### config.mk
export PLATFORM = sky130hd
export DESIGN_NAME = cpu_core
export DESIGN_NICKNAME = d
export VERILOG_FILES = /design/src/rtl/cpu_core.sv
export SDC_FILE = /design/constraint.sdc
export NUM_CORES = 1
export LEC_CHECK = 0
export ABC_AREA = 1
export BUFFER_PORTS_ARGS = -buffer_cell sky130_fd_sc_hd__buf_2
export CAP_MARGIN = 10
export CORE_AREA = 2 2 415 417
export DETAILED_ROUTE_END_ITERATION = 10
export DIE_AREA = 0 0 417 419
export GPL_TIMING_DRIVEN = 0
export PLACE_DENSITY_LB_ADDON = 0.2
export SLEW_MARGIN = 30
export SYNTH_ARGS = -nofsm -noshare
export SYNTH_HDL_FRONTEND = slang
export SYNTH_SLANG_ARGS = --single-unit
### constraint.sdc
create_clock -name clk -period 11.1 [get_ports clk]
set_input_delay 1.665 -clock clk [delete_from_list [all_inputs] [get_ports clk]]
set_output_delay 1.665 -clock clk [all_outputs]
set_load 0.03 [all_outputs]
### src/rtl/cpu_core.sv
// cpu_core: single-cycle 8-bit CPU with four registers, a 64x16 code memory
// and a 16x8 data memory. Every instruction is decoded and executed
// combinationally and commits on the next rising clock edge.
module cpu_core (
  input  logic         clk,
  input  logic         rst,
  input  logic [15:0]  switches,
  output logic [15:0]  instr_o,
  output logic [5:0]   pc_o,
  output logic         im_write_o,
  output logic [127:0] data,
  output logic [31:0]  reges,
  output logic [3:0]   flags_out,
  output logic [7:0]   alu_res_o
);

  typedef enum logic [3:0] {
    OP_NOP  = 4'h0, OP_ADD  = 4'h1, OP_SUB  = 4'h2, OP_AND  = 4'h3,
    OP_OR   = 4'h4, OP_ADDI = 4'h5, OP_MOVI = 4'h6, OP_MOV  = 4'h7,
    OP_LD   = 4'h8, OP_ST   = 4'h9, OP_STSW = 4'hA, OP_IMW  = 4'hB,
    OP_JMP  = 4'hC, OP_BR   = 4'hD, OP_CMP  = 4'hE, OP_HALT = 4'hF
  } opcode_e;

  // Architectural state. The code memory is deliberately outside reset.
  logic [15:0] imem_q [64];
  logic [7:0]  dmem_q [16];
  logic [7:0]  regs_q [4];
  logic [7:0]  regs_d [4];
  logic [5:0]  pc_q, pc_d;
  logic [3:0]  flags_q, flags_d;   // {C,V,N,Z}

  // Decode and datapath signals
  logic [15:0] instr_s;
  opcode_e     op_s;
  logic [1:0]  rd_s, rs_s;
  logic [7:0]  imm_s, rd_val_s, rs_val_s, add_b_s, and_s, or_s;
  logic [8:0]  sum_s, diff_s;
  logic        add_v_s, sub_v_s, br_take_s;
  logic [7:0]  res_s, rd_wdata_s, dmem_wdata_s;
  logic        reg_we_s, dmem_we_s, imem_we_s;
  logic [3:0]  dmem_addr_s;

  assign instr_s  = imem_q[pc_q];
  assign op_s     = opcode_e'(instr_s[15:12]);
  assign rd_s     = instr_s[11:10];
  assign rs_s     = instr_s[9:8];
  assign imm_s    = instr_s[7:0];
  assign rd_val_s = regs_q[rd_s];
  assign rs_val_s = regs_q[rs_s];
  assign and_s    = rd_val_s & rs_val_s;
  assign or_s     = rd_val_s | rs_val_s;

  // Adder/subtractor with carry and signed-overflow detection
  always_comb begin
    if (op_s == OP_ADDI) begin
      add_b_s = imm_s;
    end else begin
      add_b_s = rs_val_s;
    end
    sum_s   = {1'b0, rd_val_s} + {1'b0, add_b_s};
    diff_s  = {1'b0, rd_val_s} + {1'b0, ~rs_val_s} + 9'd1;
    add_v_s = (rd_val_s[7] == add_b_s[7]) && (sum_s[7] != rd_val_s[7]);
    sub_v_s = (rd_val_s[7] != rs_val_s[7]) && (diff_s[7] != rd_val_s[7]);
  end

  // Branch condition chosen by the rd field, using pre-edge flags
  always_comb begin
    case (rd_s)
      2'b00:   br_take_s = flags_q[0];
      2'b01:   br_take_s = ~flags_q[0];
      2'b10:   br_take_s = flags_q[3];
      2'b11:   br_take_s = flags_q[1];
      default: br_take_s = 1'b0;
    endcase
  end

  // Instruction execute: result mux, flag update, memory writes, next PC
  always_comb begin
    res_s        = 8'd0;
    rd_wdata_s   = 8'd0;
    reg_we_s     = 1'b0;
    flags_d      = flags_q;
    dmem_we_s    = 1'b0;
    dmem_addr_s  = 4'd0;
    dmem_wdata_s = 8'd0;
    imem_we_s    = 1'b0;
    pc_d         = pc_q + 6'd1;
    case (op_s)
      OP_ADD, OP_ADDI: begin
        res_s = sum_s[7:0]; rd_wdata_s = sum_s[7:0]; reg_we_s = 1'b1;
        flags_d = {sum_s[8], add_v_s, sum_s[7], (sum_s[7:0] == 8'd0)};
      end
      OP_SUB: begin
        res_s = diff_s[7:0]; rd_wdata_s = diff_s[7:0]; reg_we_s = 1'b1;
        flags_d = {diff_s[8], sub_v_s, diff_s[7], (diff_s[7:0] == 8'd0)};
      end
      OP_CMP: begin
        res_s = diff_s[7:0];
        flags_d = {diff_s[8], sub_v_s, diff_s[7], (diff_s[7:0] == 8'd0)};
      end
      OP_AND: begin
        res_s = and_s; rd_wdata_s = and_s; reg_we_s = 1'b1;
        flags_d = {1'b0, 1'b0, and_s[7], (and_s == 8'd0)};
      end
      OP_OR: begin
        res_s = or_s; rd_wdata_s = or_s; reg_we_s = 1'b1;
        flags_d = {1'b0, 1'b0, or_s[7], (or_s == 8'd0)};
      end
      OP_MOVI: begin
        res_s = imm_s; rd_wdata_s = imm_s; reg_we_s = 1'b1;
      end
      OP_MOV: begin
        res_s = rs_val_s; rd_wdata_s = rs_val_s; reg_we_s = 1'b1;
      end
      OP_LD: begin
        res_s = rs_val_s; rd_wdata_s = dmem_q[rs_val_s[3:0]]; reg_we_s = 1'b1;
      end
      OP_ST: begin
        res_s = rs_val_s; dmem_we_s = 1'b1;
        dmem_addr_s = rd_val_s[3:0]; dmem_wdata_s = rs_val_s;
      end
      OP_STSW: begin
        res_s = imm_s; dmem_we_s = 1'b1;
        dmem_addr_s = imm_s[3:0]; dmem_wdata_s = switches[7:0];
      end
      OP_IMW: begin
        res_s = rd_val_s; imem_we_s = 1'b1;
      end
      OP_JMP: begin
        pc_d = imm_s[5:0];
      end
      OP_BR: begin
        if (br_take_s) begin
          pc_d = imm_s[5:0];
        end else begin
          pc_d = pc_q + 6'd1;
        end
      end
      OP_HALT: begin
        pc_d = pc_q;
      end
      default: begin
        res_s = 8'd0;
      end
    endcase
  end

  // Next register-file contents: only the addressed register may change
  always_comb begin
    for (int i = 0; i < 4; i++) begin
      if (reg_we_s && (rd_s == 2'(i))) begin
        regs_d[i] = rd_wdata_s;
      end else begin
        regs_d[i] = regs_q[i];
      end
    end
  end

  // Commit PC, registers, flags and data memory; synchronous active-low reset
  always_ff @(posedge clk) begin
    if (!rst) begin
      pc_q    <= 6'd0;
      flags_q <= 4'd0;
      for (int i = 0; i < 4; i++) regs_q[i] <= 8'd0;
      for (int i = 0; i < 16; i++) dmem_q[i] <= 8'd0;
    end else begin
      pc_q    <= pc_d;
      flags_q <= flags_d;
      for (int i = 0; i < 4; i++) regs_q[i] <= regs_d[i];
      if (dmem_we_s) begin
        dmem_q[dmem_addr_s] <= dmem_wdata_s;
      end
    end
  end

  // Code-memory write; suppressed while reset is asserted, contents never cleared
  always_ff @(posedge clk) begin
    if (rst && imem_we_s) begin
      imem_q[rd_val_s[5:0]] <= switches;
    end
  end

  // Flatten memories and registers onto the observation ports
  always_comb begin
    data = 128'd0;
    for (int i = 0; i < 16; i++) data[8*i +: 8] = dmem_q[i];
  end

  assign reges      = {regs_q[3], regs_q[2], regs_q[1], regs_q[0]};
  assign instr_o    = instr_s;
  assign pc_o       = pc_q;
  assign im_write_o = imem_we_s;
  assign flags_out  = flags_q;
  assign alu_res_o  = res_s;

endmodule

; Yosys cells after proc, flatten, opt, wreduce, memory -nomap -nowiden
; Memories as Yosys holds them, arrays and structs flattened. A register that Yosys moved wholly into a read port is not among the register bits.
; Index checks and enable logic that the tools add are counted.
[op_classes]
add_sub_neg = 4
multipliers = 0
div_mod_pow = 0
n_lt_le_gt_ge = 0
eq_ne = 22
shift = 0
mux = 32
n_bitwise = 8
reduce_logical = 20
[op_table]
columns = cell, n
row1 = 8-bit one-hot mux with 7 select lines, 2
row2 = 8-bit 2-to-1 mux, 10
row3 = 4-bit == test (second input constant), 8
row4 = 8-bit zero test, 4
row5 = 8-bit by 8-bit adder with 9-bit output, 2
row6 = 6-bit 2-to-1 mux, 3
row7 = 6-bit one-hot mux with 3 select lines, 1
row8 = 4-bit by 3-bit == test with 1-bit output (second input constant), 4
row9 = 4-bit one-hot mux with 4 select lines, 1
row10 = 8-bit one-hot mux with 2 select lines, 1
row11 = 8-bit OR reduction, 2
row12 = 1-bit 2-to-1 mux, 11
row13 = 9-bit by 1-bit adder with 9-bit output (second input constant), 1
row14 = 8-bit bitwise AND, 1
row15 = 4-bit by 2-bit == test with 1-bit output (second input constant), 2
row16 = 8-bit NOT, 1
row17 = 8-bit bitwise OR, 1
row18 = 4-bit one-hot mux with 2 select lines, 1
row19 = 2-bit OR reduction, 4
row20 = 1-bit logical AND, 7
row21 = 6-bit by 1-bit adder with 6-bit output (second input constant), 1
row22 = 2-bit == test (second input constant), 2
row23 = 4-bit by 1-bit == test with 1-bit output (second input constant), 1
row24 = 4-bit 2-to-1 mux, 1
row25 = other kinds (9), 14
[totals]
ff_bits = 10
latch_bits = 0
ramBits = 1184
mem_bits_ro = 0
input_bits = 18
out_inout_bits = 195
wordCells = 91
mem_count = 3
[mem_list]
columns = name, words, word_bits, read_ports, rd_ports_with_merged_regs, wr, line_no
row1 = imem_q, 64, 16, 1, 1, 1, 25  ; logic [15:0] imem_q [64];
row2 = dmem_q, 16, 8, 17, 0, 16, 26  ; logic [7:0] dmem_q [16];
row3 = regs_q, 4, 8, 6, 0, 4, 27  ; logic [7:0] regs_q [4];

; Logic depth before layout (Yosys ltp)
; Gate-level depths: netlist (run 1).
[depth]
word_depth = 8
depth_mapped = 36
mapped_depth_nobuf = 32

; Worst setup path after synthesis (run 1)
; No wires, ideal clock.
[synth_path]
path_kind = register to output
startpoint = reg (tool-made name)
endpoint = out alu_res_o[6]
arrival_ps = 4599
required_ps = 9435
path_slack_ps = 4836
path_stages_with_launch = 29
path_cell_list = dfxtp_1 > buf_4 > buf_4 > buf_4 > buf_4 > o21ai_0 > o22ai_1 > nand2_1 > nand2_1 > a21oi_1 > o21ai_0 > nand3_1 > nand2_1 > inv_2 > nand2_1 > nor2_1 > clkbuf_1 > a21oi_1 > ha_1 > fa_1 > nand3_1 > nand2_1 > a21oi_1 > o21bai_1 > xor2_1 > a221oi_1 > nand2_1 > a21oi_1 > nand3_1
[synth_rtl]
columns = item, line_no
row1 = end: declaration, 14  ; output logic [7:0] alu_res_o

==> results of run 1 <==
## cell usage after synthesis, types with 5 or more instances
cell type / instances
nand3_1: 413
a221oi_1: 58
a21oi_1: 235
dfxtp_1: 48
inv_1: 147
buf_2: 115
nand4_1: 9
buf_1: 29
a22oi_1: 13
edfxtp_1: 1152
nand2_2: 14
a32o_1: 55
nor2_2: 9
o22ai_1: 97
buf_6: 12
inv_2: 16
o21ai_1: 56
nor4_1: 5
o211ai_1: 29
o221ai_1: 22
nor2_1: 452
ha_1: 27
xor2_1: 9
clkbuf_1: 83
nor3_1: 5
nand2_1: 967
buf_4: 31
o21ai_0: 252
## metal layers
layer  track usage  vias up  share of wire
li1              -    16900              -
met1         0.324    19900           0.42
met2         0.387     1836           0.47
met3        0.0351      343          0.075
met4        0.0878        6          0.038
met5             0        -        0.00020
## path summary, 6_finish.rpt
check | slack, ns | to
hold reg to reg | 0.55 | regs_q[0][5]
hold / removal | 0.55 | regs_q[0][5]
setup reg to reg | 3.89 | regs_q[0][7]
setup / recovery | 1.86 | alu_res_o[7]
## sequential cells by signal (all words and copies together), names as in the netlist, named ones only
name,cells
imem_q,1024
dmem_q,128
flags_out,4
pc_o,6
regs_q,32
## layout make-up
| class | count | share of cell area |
|---|---|---|
| Antenna cell | 1 | 0.0000402 |
| Buffer | 270 | 0.0220 |
| Clock buffer | 173 | 0.0578 |
| Multi-Input combinational cell | 2759 | 0.221 |
| Inverter | 165 | 0.0100 |
| Sequential cell | 1200 | 0.572 |
| Clock inverter | 75 | 0.0126 |
| Tap cell | 2233 | 0.0449 |
| Timing Repair Buffer | 327 | 0.0600 |
## kinds of logic after synthesis
| family | count (synthesis) | synth area share |
|---|---|---|
| buf+inv | 435 | 0.0391 |
| compound gates | 840 | 0.100 |
| fa+ha+maj | 28 | 0.00704 |
| xor+xnor | 9 | 0.00155 |
| flops | 1200 | 0.700 |
| simple gates | 1882 | 0.152 |
## per-stage QoR
stage	hold slack, ns	utilization
after global routing	0.568	0.365
final	0.552	0.365
after global placement	0.544	0.320
after detailed placement	0.535	0.339
after CTS	0.553	0.364
after floorplan	0.611	-
## worst reg2reg max path, delay by kind of cell, from the launching register on
family	cells	cell delay, ns
AO/OA/AOI/OAI	9	1.53
XOR/XNOR	1	0.29
adder cells (fa/ha/maj)	1	0.38
buffers and inverters	10	2.83
flip-flops	1	0.31
AND/OR/NAND/NOR	8	1.76
==> results by group, run 1 <==
Clocking
  – TritonCTS clock tree: yes
  – Clk sinks: 1200
  – Post-CTS Resized: 0
  – H-tree levels: 4
  – Post-CTS setup buffer count: 0
  – Clk slew on worst S/H paths: 0.06 ns
  – Clock latency on the worst-skew pair: 0.80 ns
  – CTS hold repair buffers: 0
  – Root buffer cell: clkbuf_16
  – CTS max path bufs: 3
  – Total CTS buffers: 138

Critical path
  – CP max stage cell: nand2_1
  – CP peak stage delay: 0.53 ns
  – Crit end category: primary output
  – WP buf/inv: 9
  – CP top delay family: buffers and inverters
  – Setup CP Type: register to primary output
  – Crit path max fanout: 10
  – Most frequent CP cell: a21oi_1
  – Critical path depth in cells: 26
  – CP required: 9.44 ns
  – Crit path DAT: 7.58 ns
  – Type of origin of the critical path: register
  – Reg2Reg Depth: 29

Finish
  – Fillers: 16500
  – Nets: 4907
  – Most frequent cells in the layout: edfxtp_1, nand2_1, nand3_1
  – Layout Cells excl Fill: just over 7000
  – Layout cells sized above 1: 0.158
  – Register area: 35600 um^2
  – Design Area, Final: 62200 um^2
  – Most common cell after layout, fill and taps aside: edfxtp_1
  – Area of the multi-input gates: about 14000 um^2
  – Area growth syn-to-layout: 22.4%

Place
  – Area after DPL: between 50000 and 60000 um^2
  – I/O Buffers: ~210
  – HPWL Detailed: 151 mm
  – Cells after DPL: 6953
  – Pre-CTS setup slack: between 2 and 3 ns
  – Final GP Congestion: 0.915

STA
  – Actual slew at the worst max-slew pin: 1.08 ns
  – Fin crit share: 0.833
  – Clk_skew: 0.0646 ns
  – Setup violations, final: 0
  – Max Fclk: about 110 MHz
  – Setup tns final: 0 ns
  – RSZ-0062 raised after global routing: false
  – Rel. slew slack: 0.282
  – Fin. Hold Viols: 0
  – Minimum clock period: 9.24 ns
  – Max-slew violations: 0
  – Worst setup margin: 1.86 ns

Synth
  – EDFF count, synth: around 1200
  – Syn_nets: 4440
  – Synth warnings: 0
  – Seq/Total Area, Yosys: 0.700
  – Top FF cell, synth: edfxtp_1
  – Cells after Synth: 4394
  – Yosys reg bits: between 1000 and 1500
  – Synth Area per Inst: 11.6 um^2
  – Yosys top cell by area: edfxtp_1
  – Top cell type's share of synthesized area: 0.681
  – Top post-synthesis cells by area: edfxtp_1, nand2_1, nand3_1, nor2_1, o21ai_0
  – Syn Std Cell Area: 50800 um^2
  – Post-synth ARST share: 0
  – Count of different cell masters after synthesis: slightly above 50

Floorplan
  – Die Span Y: 419 um
  – Die Wd: 417 um
  – Row count: 152
  – Full die area: 175000 um^2
  – IO Pins: 213
  – Starting Density: 0.298
  – Core area: 171000 um^2

GRT
  – All-Layer GR Usage: 0.239
  – Antenna violations before repair: 4
  – First-pass GRT wire length: 293 mm
  – Largest net degree at the start of global routing: between 60 and 70
  – Vias in the first global route: approximately 37000
  – Grt total ovfl: 0

Detailed routing
  – Wirelength per Cell: slightly below 30 um
  – Number of routed nets with antenna violations: 0
  – DR vias: 38900
  – Drt drc: 0
  – Routed vias/inst: 5.40
  – Pre-antenna DRT Iters: 6
  – Total Routed Length: 214 mm
  – Initial DRC Count: about 5200

Worst hold path
  – Hold Path Stages: 2
  – Hold_sp: regs_q[0][5]
  – HP Class: register to register

Outcome
  – Status: finished clean

Flow run
  – MaxCap Viol Count: 0
Power of run 1 is left out: the tool's default activity adds up to more than one toggle a clock period on the data nets, which glitch-free logic cannot reach.
==> run 2: changes to the inputs <==
clock period = 7.9 ns   (was 11.1 ns; I/O delays follow)
==> results by group, run 2 (synthesis gave the netlist of run 1 again) <==
Floorplan
  – Core area: 171000 um^2 (unchanged)
  – Starting Density: 0.298 (unchanged)
  – Die Span Y: 419 um (unchanged)
  – Full die area: 175000 um^2 (unchanged)
  – Die Wd: 417 um (unchanged)
  – Row count: 152 (unchanged)
  – IO Pins: 213 (unchanged)

Clocking
  – Root buffer cell: clkbuf_16 (unchanged)
  – CTS hold repair buffers: 0 (unchanged)
  – CTS max path bufs: 3 (unchanged)
  – H-tree levels: 4 (unchanged)
  – Clk slew on worst S/H paths: 0.06 ns (about the same)
  – Clock latency on the worst-skew pair: 0.81 ns (was 0.80 ns)
  – Total CTS buffers: 138 (unchanged)
  – TritonCTS clock tree: yes (unchanged)
  – Clk sinks: 1200 (unchanged)

STA
  – Fin crit share: 0.983
  – Minimum clock period: 7.76 ns
  – Actual slew at the worst max-slew pin: 1.06 ns (was 1.08 ns)
  – RSZ-0062 raised after global routing: true (was false)
  – Rel. slew slack: 0.291 (was 0.282)
  – Setup tns final: 0 ns (unchanged)
  – Max-slew violations: 0 (unchanged)
  – Clk_skew: 0.0666 ns (was 0.0646 ns)
  – Max Fclk: 129 MHz
  – Setup violations, final: 0 (unchanged)
  – Fin. Hold Viols: 0 (unchanged)

Detailed routing
  – Pre-antenna DRT Iters: 6 (unchanged)
  – Wirelength per Cell: 29.7 um (about the same)
  – Number of routed nets with antenna violations: 0 (unchanged)
  – Initial DRC Count: 5318 (was 5240)
  – DR vias: 39000 (was 38900)
  – Total Routed Length: 214 mm (about the same)
  – Routed vias/inst: 5.41 (was 5.40)
  – Drt drc: 0 (unchanged)

Critical path
  – Crit path max fanout: 10 (unchanged)
  – Crit path DAT: 6.58 ns (was 7.58 ns)
  – CP max stage cell: a221oi_1 (was nand2_1)
  – Type of origin of the critical path: register (unchanged)
  – CP required: 6.71 ns (was 9.44 ns)
  – Most frequent CP cell: buf_2 (was a21oi_1)
  – Worst-path cell chain: buf_4 > buf_4 > buf_4 > buf_4 > buf_2 > buf_2 > buf_2 > buf_2 > a21oi_1 > a221oi_1 > o22ai_1 > o211ai_1 > nand2_1 > a21oi_1 > ha_1 > a21oi_1 > xor2_2 > inv_1 > a21oi_1 > nand4_1 > buf_2
  – Reg2Reg Depth: 19 (was 29)
  – Crit end category: primary output (unchanged)
  – WP buf/inv: 10 (was 9)
  – CP peak stage delay: 0.56 ns (was 0.53 ns)
  – Setup CP Type: register to primary output (unchanged)
  – CP top delay family: buffers and inverters (unchanged)
  – Critical path depth in cells: 21 (was 26)

Worst hold path
  – HP Class: register to register (unchanged)
  – Hold Path Stages: 2 (unchanged)

Finish
  – Antenna cell count: 0 (was 1)
  – Most common cell after layout, fill and taps aside: edfxtp_1 (unchanged)
  – Layout cells sized above 1: 0.174 (was 0.158)
  – Area growth syn-to-layout: 23.0% (was 22.4%)
  – Most frequent cells in the layout: edfxtp_1, nand2_1, nand3_1 (unchanged)
  – Max reg flops: 1024 (unchanged)
  – Nets: 4907 (unchanged)

GRT
  – Antenna violations before repair: 5 (was 4)
  – Largest net degree at the start of global routing: 66 (unchanged)
  – Vias in the first global route: 36600 (about the same)
  – Grt total ovfl: 0 (unchanged)
  – All-Layer GR Usage: 0.239 (about the same)
  – First-pass GRT wire length: 293 mm (about the same)

Place
  – Final GP Congestion: 0.915 (unchanged)
  – I/O Buffers: 212 (unchanged)
  – HPWL Detailed: 151 mm (unchanged)

Flow run
  – MaxCap Viol Count: 0 (unchanged)

Outcome
  – Status: finished clean (unchanged)
## run 2: worst reg2reg max path: stages (launching register included)
cell and delay [ns]:
dfxtp_1 0.31, buf_4 0.19, buf_2 0.29, buf_4 0.25
buf_2 0.35, nor2_1 0.09, o22ai_1 0.14, o21ai_0 0.09
o21ai_0 0.30, nand3_1 0.23, nand2_2 0.35, inv_2 0.11
nor2_2 0.15, inv_2 0.10, nor2_2 0.38, inv_1 0.21
nor2_2 0.41, nand4_1 0.79, nor2_4 0.90, buf_16 0.24
## run 2: repair_timing
action	CTS	global route
pin swaps	0	2
setup endpoints to repair	6	4
gates resized for setup	42	67
gates cloned	0	0
buffers inserted	0	5
## run 2: final timing paths
check                             startpoint            to  slack [ns]
worst max-delay path                register  alu_res_o[7]        0.14
worst min-delay path            regs_q[0][5]  regs_q[0][5]        0.55
worst max register to register      register  imem_q[5][1]        1.67
worst min register to register  regs_q[0][5]  regs_q[0][5]        0.55
## run 2: final cells by class
cell class / instances / area [um^2]
clock buffers: 173 / 3590
inverters: 165 / 627
repair buffers: 332 / 3770
fillers: 16500 / 108000
well taps: 2233 / 2790
clock inverters: 75 / 783
plain buffers: 265 / 1440
flip-flops and latches: 1200 / 35600
multi-input cells: 2759 / 13900
## run 2: routing by layer
layer  track usage  part of all wire
met3        0.0341             0.073
met5             0           0.00029
met2         0.389              0.47
met4        0.0850             0.036
met1         0.324              0.42
## run 2: per-stage QoR
stage	area, um^2	hold slack (ns)	utilization	setup WS [ns]	cells
global placement	54700	0.544	0.320	-4.88	6839
detailed placement	57800	0.535	0.339	0.168	6953
CTS	62200	0.553	0.365	0.00405	7199
global route	62500	0.568	0.366	-0.0769	7202
finish	62500	0.549	0.366	0.136	7202
floorplan	50800	0.611	-	2.12	4394
Power of run 2 is left out for the same reason.
